===== config.mk =====
export PLATFORM = sky130hd
export DESIGN_NAME = filter_scan_ctrl
export DESIGN_NICKNAME = d
export VERILOG_FILES = /design/src/rtl/filter_scan_ctrl.sv
export SDC_FILE = /design/constraint.sdc
export NUM_CORES = 1
export LEC_CHECK = 0
export ABC_AREA = 1
export CAP_MARGIN = 30
export CORE_MARGIN = 4
export CORE_UTILIZATION = 35
export CTS_CLUSTER_SIZE = 8
export DETAILED_ROUTE_END_ITERATION = 7
export PLACE_DENSITY_LB_ADDON = 0.05
export SYNTH_ARGS = -nofsm -noshare
export SYNTH_HDL_FRONTEND = slang
export SYNTH_SLANG_ARGS = --single-unit

===== constraint.sdc =====
create_clock -name clk -period 4.45 [get_ports clk]
set_clock_uncertainty 0.1 [all_clocks]
set_input_delay 0.445 -clock clk [delete_from_list [all_inputs] [get_ports clk]]
set_output_delay 0.445 -clock clk [all_outputs]
set_load 0.01 [all_outputs]

===== src/rtl/filter_scan_ctrl.sv =====
// Delay-sweep sequencer for the filter bench: arms the generator, measures per-channel peaks, drains results.
// Define FILTER_SCAN_SIGNED_EN to treat ch_data/res_peak as two's-complement (signed peak compare).
module filter_scan_ctrl #(
  parameter int N_CH             = 21,
  parameter int SIZE_FILTER_DATA = 16,
  parameter int SIZE_DELAY       = 8,
  parameter int SETTLE           = 32,
  parameter int WINDOW           = 256
) (
  input  logic                             clk,
  input  logic                             reset,
  input  logic                             start,
  input  logic                             abort,
  input  logic                             overlay_cfg,
  input  logic [SIZE_DELAY-1:0]            delay_first,
  input  logic [SIZE_DELAY-1:0]            delay_step,
  input  logic [SIZE_DELAY-1:0]            delay_last,
  input  logic [N_CH-1:0]                  ch_mask,
  input  logic [N_CH*SIZE_FILTER_DATA-1:0] ch_data,
  output logic                             test_overlay,
  output logic                             test_rate,
  output logic [SIZE_DELAY-1:0]            test_delay,
  output logic                             res_valid,
  input  logic                             res_ready,
  output logic [4:0]                       res_channel,
  output logic [SIZE_DELAY-1:0]            res_delay,
  output logic [SIZE_FILTER_DATA-1:0]      res_peak,
  output logic                             busy,
  output logic                             done
);
  localparam int W       = SIZE_FILTER_DATA;
  localparam int CNT_MAX = (SETTLE > WINDOW) ? SETTLE : WINDOW;
  localparam int CNT_W   = $clog2(CNT_MAX + 1);

  typedef enum logic [2:0] {IDLE, ARM, MEASURE, DRAIN, NEXT} state_t;

  state_t                 state_reg;
  logic [SIZE_DELAY-1:0]  step_reg;
  logic [SIZE_DELAY-1:0]  last_reg;
  logic [SIZE_DELAY-1:0]  cur_delay_reg;
  logic [N_CH-1:0]        mask_reg;
  logic [N_CH-1:0]        pending_reg;
  logic [CNT_W-1:0]       cnt_reg;
  logic                   test_overlay_reg;
  logic                   test_rate_reg;
  logic                   res_valid_reg;
  logic                   busy_reg;
  logic                   done_reg;
  logic [N_CH*W-1:0]      peak_flat;

  logic [SIZE_DELAY:0]    nxt_delay;
  logic                   last_point;
  logic [N_CH-1:0]        pending_after;
  logic [4:0]             cur_ch;

  function automatic logic greater(input logic [W-1:0] a, input logic [W-1:0] b);
`ifdef FILTER_SCAN_SIGNED_EN
    return $signed(a) > $signed(b);
`else
    return a > b;
`endif
  endfunction

  function automatic logic [4:0] lowest_set(input logic [N_CH-1:0] v);
    logic [4:0] idx;
    idx = '0;
    for (int i = N_CH - 1; i >= 0; i--) begin
      if (v[i]) idx = 5'(i);
    end
    return idx;
  endfunction

  // The extra top bit of nxt_delay catches wrap-around of the delay register.
  assign nxt_delay     = {1'b0, cur_delay_reg} + {1'b0, step_reg};
  assign last_point    = (step_reg == '0) || nxt_delay[SIZE_DELAY] ||
                         (nxt_delay[SIZE_DELAY-1:0] > last_reg);
  assign pending_after = pending_reg & (pending_reg - {{(N_CH-1){1'b0}}, 1'b1});
  assign cur_ch        = lowest_set(pending_reg);

  always_ff @(posedge clk) begin
    if (reset) begin
      state_reg        <= IDLE;
      step_reg         <= '0;
      last_reg         <= '0;
      cur_delay_reg    <= '0;
      mask_reg         <= '0;
      pending_reg      <= '0;
      cnt_reg          <= '0;
      test_overlay_reg <= 1'b0;
      test_rate_reg    <= 1'b0;
      res_valid_reg    <= 1'b0;
      busy_reg         <= 1'b0;
      done_reg         <= 1'b0;
    end else if (abort) begin
      state_reg        <= IDLE;
      pending_reg      <= '0;
      cnt_reg          <= '0;
      test_overlay_reg <= 1'b0;
      test_rate_reg    <= 1'b0;
      res_valid_reg    <= 1'b0;
      busy_reg         <= 1'b0;
      done_reg         <= 1'b0;
    end else begin
      done_reg <= 1'b0;
      case (state_reg)
        IDLE: begin
          if (start) begin
            step_reg      <= delay_step;
            last_reg      <= delay_last;
            mask_reg      <= ch_mask;
            cur_delay_reg <= delay_first;
            cnt_reg       <= '0;
            busy_reg      <= 1'b1;
            state_reg     <= ARM;
          end
        end
        ARM: begin
          if (cnt_reg == CNT_W'(SETTLE - 1)) begin
            cnt_reg          <= '0;
            test_rate_reg    <= 1'b1;
            test_overlay_reg <= overlay_cfg;
            state_reg        <= MEASURE;
          end else begin
            cnt_reg <= cnt_reg + 1'b1;
          end
        end
        MEASURE: begin
          test_overlay_reg <= overlay_cfg;
          if (cnt_reg == CNT_W'(WINDOW - 1)) begin
            cnt_reg          <= '0;
            test_rate_reg    <= 1'b0;
            test_overlay_reg <= 1'b0;
            if (mask_reg == '0) begin
              done_reg  <= last_point;
              state_reg <= NEXT;
            end else begin
              pending_reg   <= mask_reg;
              res_valid_reg <= 1'b1;
              state_reg     <= DRAIN;
            end
          end else begin
            cnt_reg <= cnt_reg + 1'b1;
          end
        end
        DRAIN: begin
          if (res_ready) begin
            pending_reg <= pending_after;
            if (pending_after == '0) begin
              res_valid_reg <= 1'b0;
              done_reg      <= last_point;
              state_reg     <= NEXT;
            end
          end
        end
        NEXT: begin
          if (last_point) begin
            busy_reg  <= 1'b0;
            state_reg <= IDLE;
          end else begin
            cur_delay_reg <= nxt_delay[SIZE_DELAY-1:0];
            state_reg     <= ARM;
          end
        end
        default: state_reg <= IDLE;
      endcase
    end
  end

  // Per-channel peak trackers; the first window cycle loads rather than compares.
  for (genvar gi = 0; gi < N_CH; gi++) begin : g_ch
    logic [W-1:0] ch_word;
    logic [W-1:0] peak_reg;

    assign ch_word = ch_data[gi*W +: W];
    assign peak_flat[gi*W +: W] = peak_reg;

    always_ff @(posedge clk) begin
      if (reset) begin
        peak_reg <= '0;
      end else if (state_reg == MEASURE && !abort) begin
        if (cnt_reg == '0 || greater(ch_word, peak_reg)) peak_reg <= ch_word;
      end
    end
  end

  assign test_overlay = test_overlay_reg;
  assign test_rate    = test_rate_reg;
  assign test_delay   = cur_delay_reg;
  assign res_valid    = res_valid_reg;
  assign res_channel  = res_valid_reg ? cur_ch : '0;
  assign res_delay    = res_valid_reg ? cur_delay_reg : '0;
  assign res_peak     = res_valid_reg ? peak_flat[cur_ch*W +: W] : '0;
  assign busy         = busy_reg;
  assign done         = done_reg;
endmodule


==> report_table.html <==
<table>
<tr><th>Metric</th><th>Value</th></tr>
<tr><th colspan="2">Layout</th></tr>
<tr><td>Register Area</td><td>8390 µm²</td></tr>
<tr><td>Proportion of layout cells with a drive suffix above 1</td><td>3.80%</td></tr>
<tr><td>Combined area of the multi-input logic cells</td><td>16000 µm²</td></tr>
<tr><td>Area growth from synthesis to layout</td><td>26.1%</td></tr>
<tr><td>Total Nets Final</td><td>4917</td></tr>
<tr><td>Number of flip-flops in the largest register</td><td>336</td></tr>
<tr><td>Fillers</td><td>8021</td></tr>
<tr><td>Highest-count cells in the layout ignoring fill and taps</td><td>sky130_fd_sc_hd__a21oi_1 (609), sky130_fd_sc_hd__inv_1 (500), sky130_fd_sc_hd__nand2_1 (488)</td></tr>
<tr><td>Most frequent standard cell in the layout excluding fill and tap cells</td><td>sky130_fd_sc_hd__a21oi_1</td></tr>
<tr><td>Post-route non-filler standard cell count</td><td>5216</td></tr>
<tr><th colspan="2">Critical path</th></tr>
<tr><td>Number of buffers and inverters on the critical path</td><td>2</td></tr>
<tr><td>Crit Path Category</td><td>reg2out</td></tr>
<tr><td>Crit path top cell by count</td><td>sky130_fd_sc_hd__nand2_1</td></tr>
<tr><td>Largest driver fanout on the critical path</td><td>30</td></tr>
<tr><td>Startpoint class of the critical path</td><td>register</td></tr>
<tr><td>Data arrival time of the critical path</td><td>3790 ps</td></tr>
<tr><td>Slowest cell on crit path</td><td>sky130_fd_sc_hd__clkdlybuf4s50_1</td></tr>
<tr><td>Peak per-stage delay on the critical path</td><td>580 ps</td></tr>
<tr><td>Largest delay share family, worst path</td><td>simple AND/OR/NAND/NOR gates</td></tr>
<tr><td>Crit end category</td><td>output pin</td></tr>
<tr><td>Critical path data required time</td><td>3900 ps</td></tr>
<tr><th colspan="2">Place</th></tr>
<tr><td>Routability congestion estimate</td><td>0.883</td></tr>
<tr><td># port buffers</td><td>428</td></tr>
<tr><td>Number of placed instances, taps included</td><td>5132</td></tr>
<tr><td>Minimum setup slack after placement</td><td>555 ps</td></tr>
<tr><td>Half-perimeter wire length after detailed placement</td><td>82.0 mm</td></tr>
<tr><th colspan="2">STA</th></tr>
<tr><td>Headroom to the max-slew limit</td><td>37.0%</td></tr>
<tr><td>Max-slew violations</td><td>0</td></tr>
<tr><td>Transition time at the pin with the least slew margin</td><td>943 ps</td></tr>
<tr><td>Setup repair after global routing missed its margin</td><td>true</td></tr>
<tr><td>Period Utilization, post-route</td><td>97.4%</td></tr>
<tr><td>Final setup violation count</td><td>0</td></tr>
<tr><td>F_max</td><td>0.231 GHz</td></tr>
<tr><td>Final hold viol count</td><td>0</td></tr>
<tr><td>Shortest period the worst path allows</td><td>4330 ps</td></tr>
<tr><td>Slack of the critical path</td><td>116 ps</td></tr>
<tr><th colspan="2">Pwr</th></tr>
<tr><td>Leakage dissipation</td><td>0.0133 µW</td></tr>
<tr><td>Worst supply voltage drop on vdd</td><td>0.303 mV</td></tr>
<tr><td>Power density over the cells</td><td>275 nW/µm²</td></tr>
<tr><th colspan="2">Route</th></tr>
<tr><td>Detailed Routing Iterations Pass 1</td><td>8</td></tr>
<tr><td>Number of remaining DRC errors</td><td>0</td></tr>
<tr><td>Total number of vias</td><td>27200</td></tr>
<tr><td>DRT antenna net count</td><td>0</td></tr>
<tr><td>Post-detailed-routing wire length</td><td>106 mm</td></tr>
<tr><td>Starting DRT DRC Count</td><td>2196</td></tr>
<tr><td>Average wire per cell in the routed design</td><td>20.4 µm</td></tr>
<tr><td>Drt via density</td><td>5.22</td></tr>
<tr><th colspan="2">Die</th></tr>
<tr><td>Chip height</td><td>286 µm</td></tr>
<tr><td>Die Span X</td><td>286 µm</td></tr>
<tr><td>Top-Level Pins</td><td>429</td></tr>
<tr><td>Total core area</td><td>76300 µm²</td></tr>
<tr><td>Initial standard-cell utilization of the core</td><td>35.5%</td></tr>
<tr><td>Die area</td><td>82000 µm²</td></tr>
<tr><td>Number of rows created at floorplan</td><td>101</td></tr>
<tr><th colspan="2">Synth</th></tr>
<tr><td>Library cells used by synthesis</td><td>47</td></tr>
<tr><td>Number of enable-type register cells in the synthesized netlist</td><td>0</td></tr>
<tr><td>Post-synthesis net count</td><td>4587</td></tr>
<tr><td>Avg Inst Size Synth</td><td>7.05 µm²</td></tr>
<tr><td>Synth Warn #</td><td>0</td></tr>
<tr><td>Cell accounting for the most synthesized area</td><td>sky130_fd_sc_hd__dfxtp_1</td></tr>
<tr><td>Fraction of registers with async set/reset</td><td>0%</td></tr>
<tr><td>Cells after Synth</td><td>3843</td></tr>
<tr><td>Xor-xnor portion of the synthesized cell area</td><td>0.258%</td></tr>
<tr><td>Number of synthesized register bits</td><td>419</td></tr>
<tr><td>Area of the mapped netlist</td><td>27100 µm²</td></tr>
<tr><td>Combinational family with the most area after synthesis</td><td>compound AO/OA/AOI/OAI gates</td></tr>
<tr><td>Adder-cell area share of the yosys netlist</td><td>16.5%</td></tr>
<tr><td>Mux contribution to synthesized area</td><td>0%</td></tr>
<tr><td>Simple-gate share of the synthesized area</td><td>18.3%</td></tr>
<tr><td>Sequential-to-total area share from yosys stat</td><td>30.9%</td></tr>
<tr><td>Most area-consuming cells after synthesis</td><td>sky130_fd_sc_hd__dfxtp_1 (31%), sky130_fd_sc_hd__ha_1 (16%), sky130_fd_sc_hd__a21oi_1 (12%), sky130_fd_sc_hd__o21ai_0 (8.5%), sky130_fd_sc_hd__nand3_1 (7.3%)</td></tr>
<tr><td>Top FF cell, synth</td><td>sky130_fd_sc_hd__dfxtp_1</td></tr>
<tr><td>Fraction of the mapped netlist area in compound gates</td><td>23.7%</td></tr>
<tr><td>Synth top area share</td><td>30.9%</td></tr>
<tr><th colspan="2">Status</th></tr>
<tr><td>Run status</td><td>finished, final reports clean</td></tr>
<tr><th colspan="2">Clock tree</th></tr>
<tr><td>Number of buffers inserted during clock tree synthesis</td><td>59</td></tr>
<tr><td>Clk Latency, worst-skew pair</td><td>620 ps</td></tr>
<tr><td>CTS root buffer</td><td>sky130_fd_sc_hd__clkbuf_16</td></tr>
<tr><td>Hold bufs inserted after CTS</td><td>0</td></tr>
<tr><td>Number of sinks on the clock net</td><td>419</td></tr>
<tr><td>CTS tree</td><td>done</td></tr>
<tr><td>Maximum level of the CTS H-tree</td><td>2</td></tr>
<tr><td>Maximum count of clock buffers along a single path</td><td>3</td></tr>
<tr><td>Clock transition at the registers of the reported paths</td><td>50 ps</td></tr>
<tr><th colspan="2">Min path</th></tr>
<tr><td>Worst Hold Class</td><td>in2reg</td></tr>
<tr><th colspan="2">Run</th></tr>
<tr><td>Maxcap violations</td><td>0</td></tr>
<tr><th colspan="2">GRT</th></tr>
<tr><td>Initial antenna violation count</td><td>3</td></tr>
<tr><td>Global-route wire length before repair</td><td>157 mm</td></tr>
<tr><td>Via count of the first global-routing pass</td><td>25700</td></tr>
<tr><td>Global Route Usage Sum</td><td>24.8%</td></tr>
<tr><td>Overall overflow remaining after global route</td><td>0</td></tr>
<tr><td>Pin count of the biggest net entering global routing</td><td>138</td></tr>
</table>
==> metal layers <==
layer  global-route usage (%)  wire length [µm]  vias up
met4                     6.80              2970        2
met2                     40.0             48000      730
li1                         -                 -    13800
met5                        0                 7        -
met3                     3.44              5770      142
met1                     34.7             49700    12500
==> kinds of logic (layout without fill, tap and decap cells) <==
kind of cell / Yosys count / count (layout)
adders and majority gates: 357 / 357
buffers and inverters: 717 / 1058
and+or+nand+nor: 1132 / 1132
DFF: 419 / 419
other: 0 / 2
xor gates and xnor gates: 8 / 8
AOI/OAI and AO/OA: 1210 / 1210
==> report_power, final <==
| part | total [µW] | internal (µW) | leakage, µW | switching, µW |
|---|---|---|---|---|
| Clock | 4180 | 2420 | 0.000781 | 1760 |
| Combinational | 1340 | 656 | 0.00910 | 689 |
| Sequential | 3890 | 3830 | 0.00339 | 62.5 |
| Total | 9410 | 6900 | 0.0133 | 2510 |
==> stage by stage <==
step	TNS (ps)	instance area [µm²]	hold slack (ps)	utilization, %	power, µW
floorplan	0	27100	335	-	4610
global placement	0	32200	364	42.2	5310
detailed placement	0	32200	358	42.2	5310
CTS	-96.1	33900	270	44.5	9540
finish	0	34200	314	44.8	9410
global route	-158	34200	304	44.8	9840
==> worst paths after layout <==
path / startpoint / end / slack, ps / cells past startpoint
setup / recovery: pending_reg[19]$_SDFFE_PP0P_ / res_peak[13] / 120 / 26
hold / removal: delay_first[0] / test_delay[0]$_SDFFE_PP0P_ / 310 / 3
setup reg to reg: test_delay[0]$_SDFFE_PP0P_ / test_delay[5]$_SDFFE_PP0P_ / 750 / 20
hold reg to reg: mask_reg[16]$_SDFFE_PP0P_ / pending_reg[16]$_SDFFE_PP0P_ / 370 / 2
==> worst min-delay path: stages <==
cell                              delay, ps
sky130_fd_sc_hd__clkdlybuf4s50_1        390
sky130_fd_sc_hd__nand2_1                 60
sky130_fd_sc_hd__a31oi_1                 70
==> timing repair <==
action / 4_1_cts / 5_1_grt
setup endpoints to repair: 16 / 15
pin swaps: 0 / 12
gates cloned: 2 / 3
gates resized for setup: 22 / 31
setup buffers: 0 / 5
==> cell usage after synthesis (all sizes together) (5+ instances only) <==
| master | instances |
|---|---|
| nand3 | 393 |
| o31ai | 5 |
| dfxtp | 419 |
| nor2 | 156 |
| a221oi | 12 |
| a211oi | 10 |
| clkbuf | 156 |
| o21bai | 11 |
| o21ai | 470 |
| o2111ai | 13 |
| a21oi | 624 |
| o211ai | 7 |
| a32o | 6 |
| nand4 | 43 |
| inv | 510 |
| ha | 356 |
| nor3 | 31 |
| nand2 | 494 |
| xor2 | 6 |
| a31oi | 13 |
| o221ai | 21 |
| o21a | 9 |
| nor4 | 8 |
| buf | 50 |
==> final cells by class <==
type	instances	share of cell area, %
multi-input cells	2707	46.9
flip-flops and latches	419	24.5
repair buffers	475	14.5
inverters	511	5.66
clock buffers	70	4.59
well taps	1030	3.77
clock inverters	2	0.0732
diodes	2	0.0146
Power figures use the tool's default switching activity.
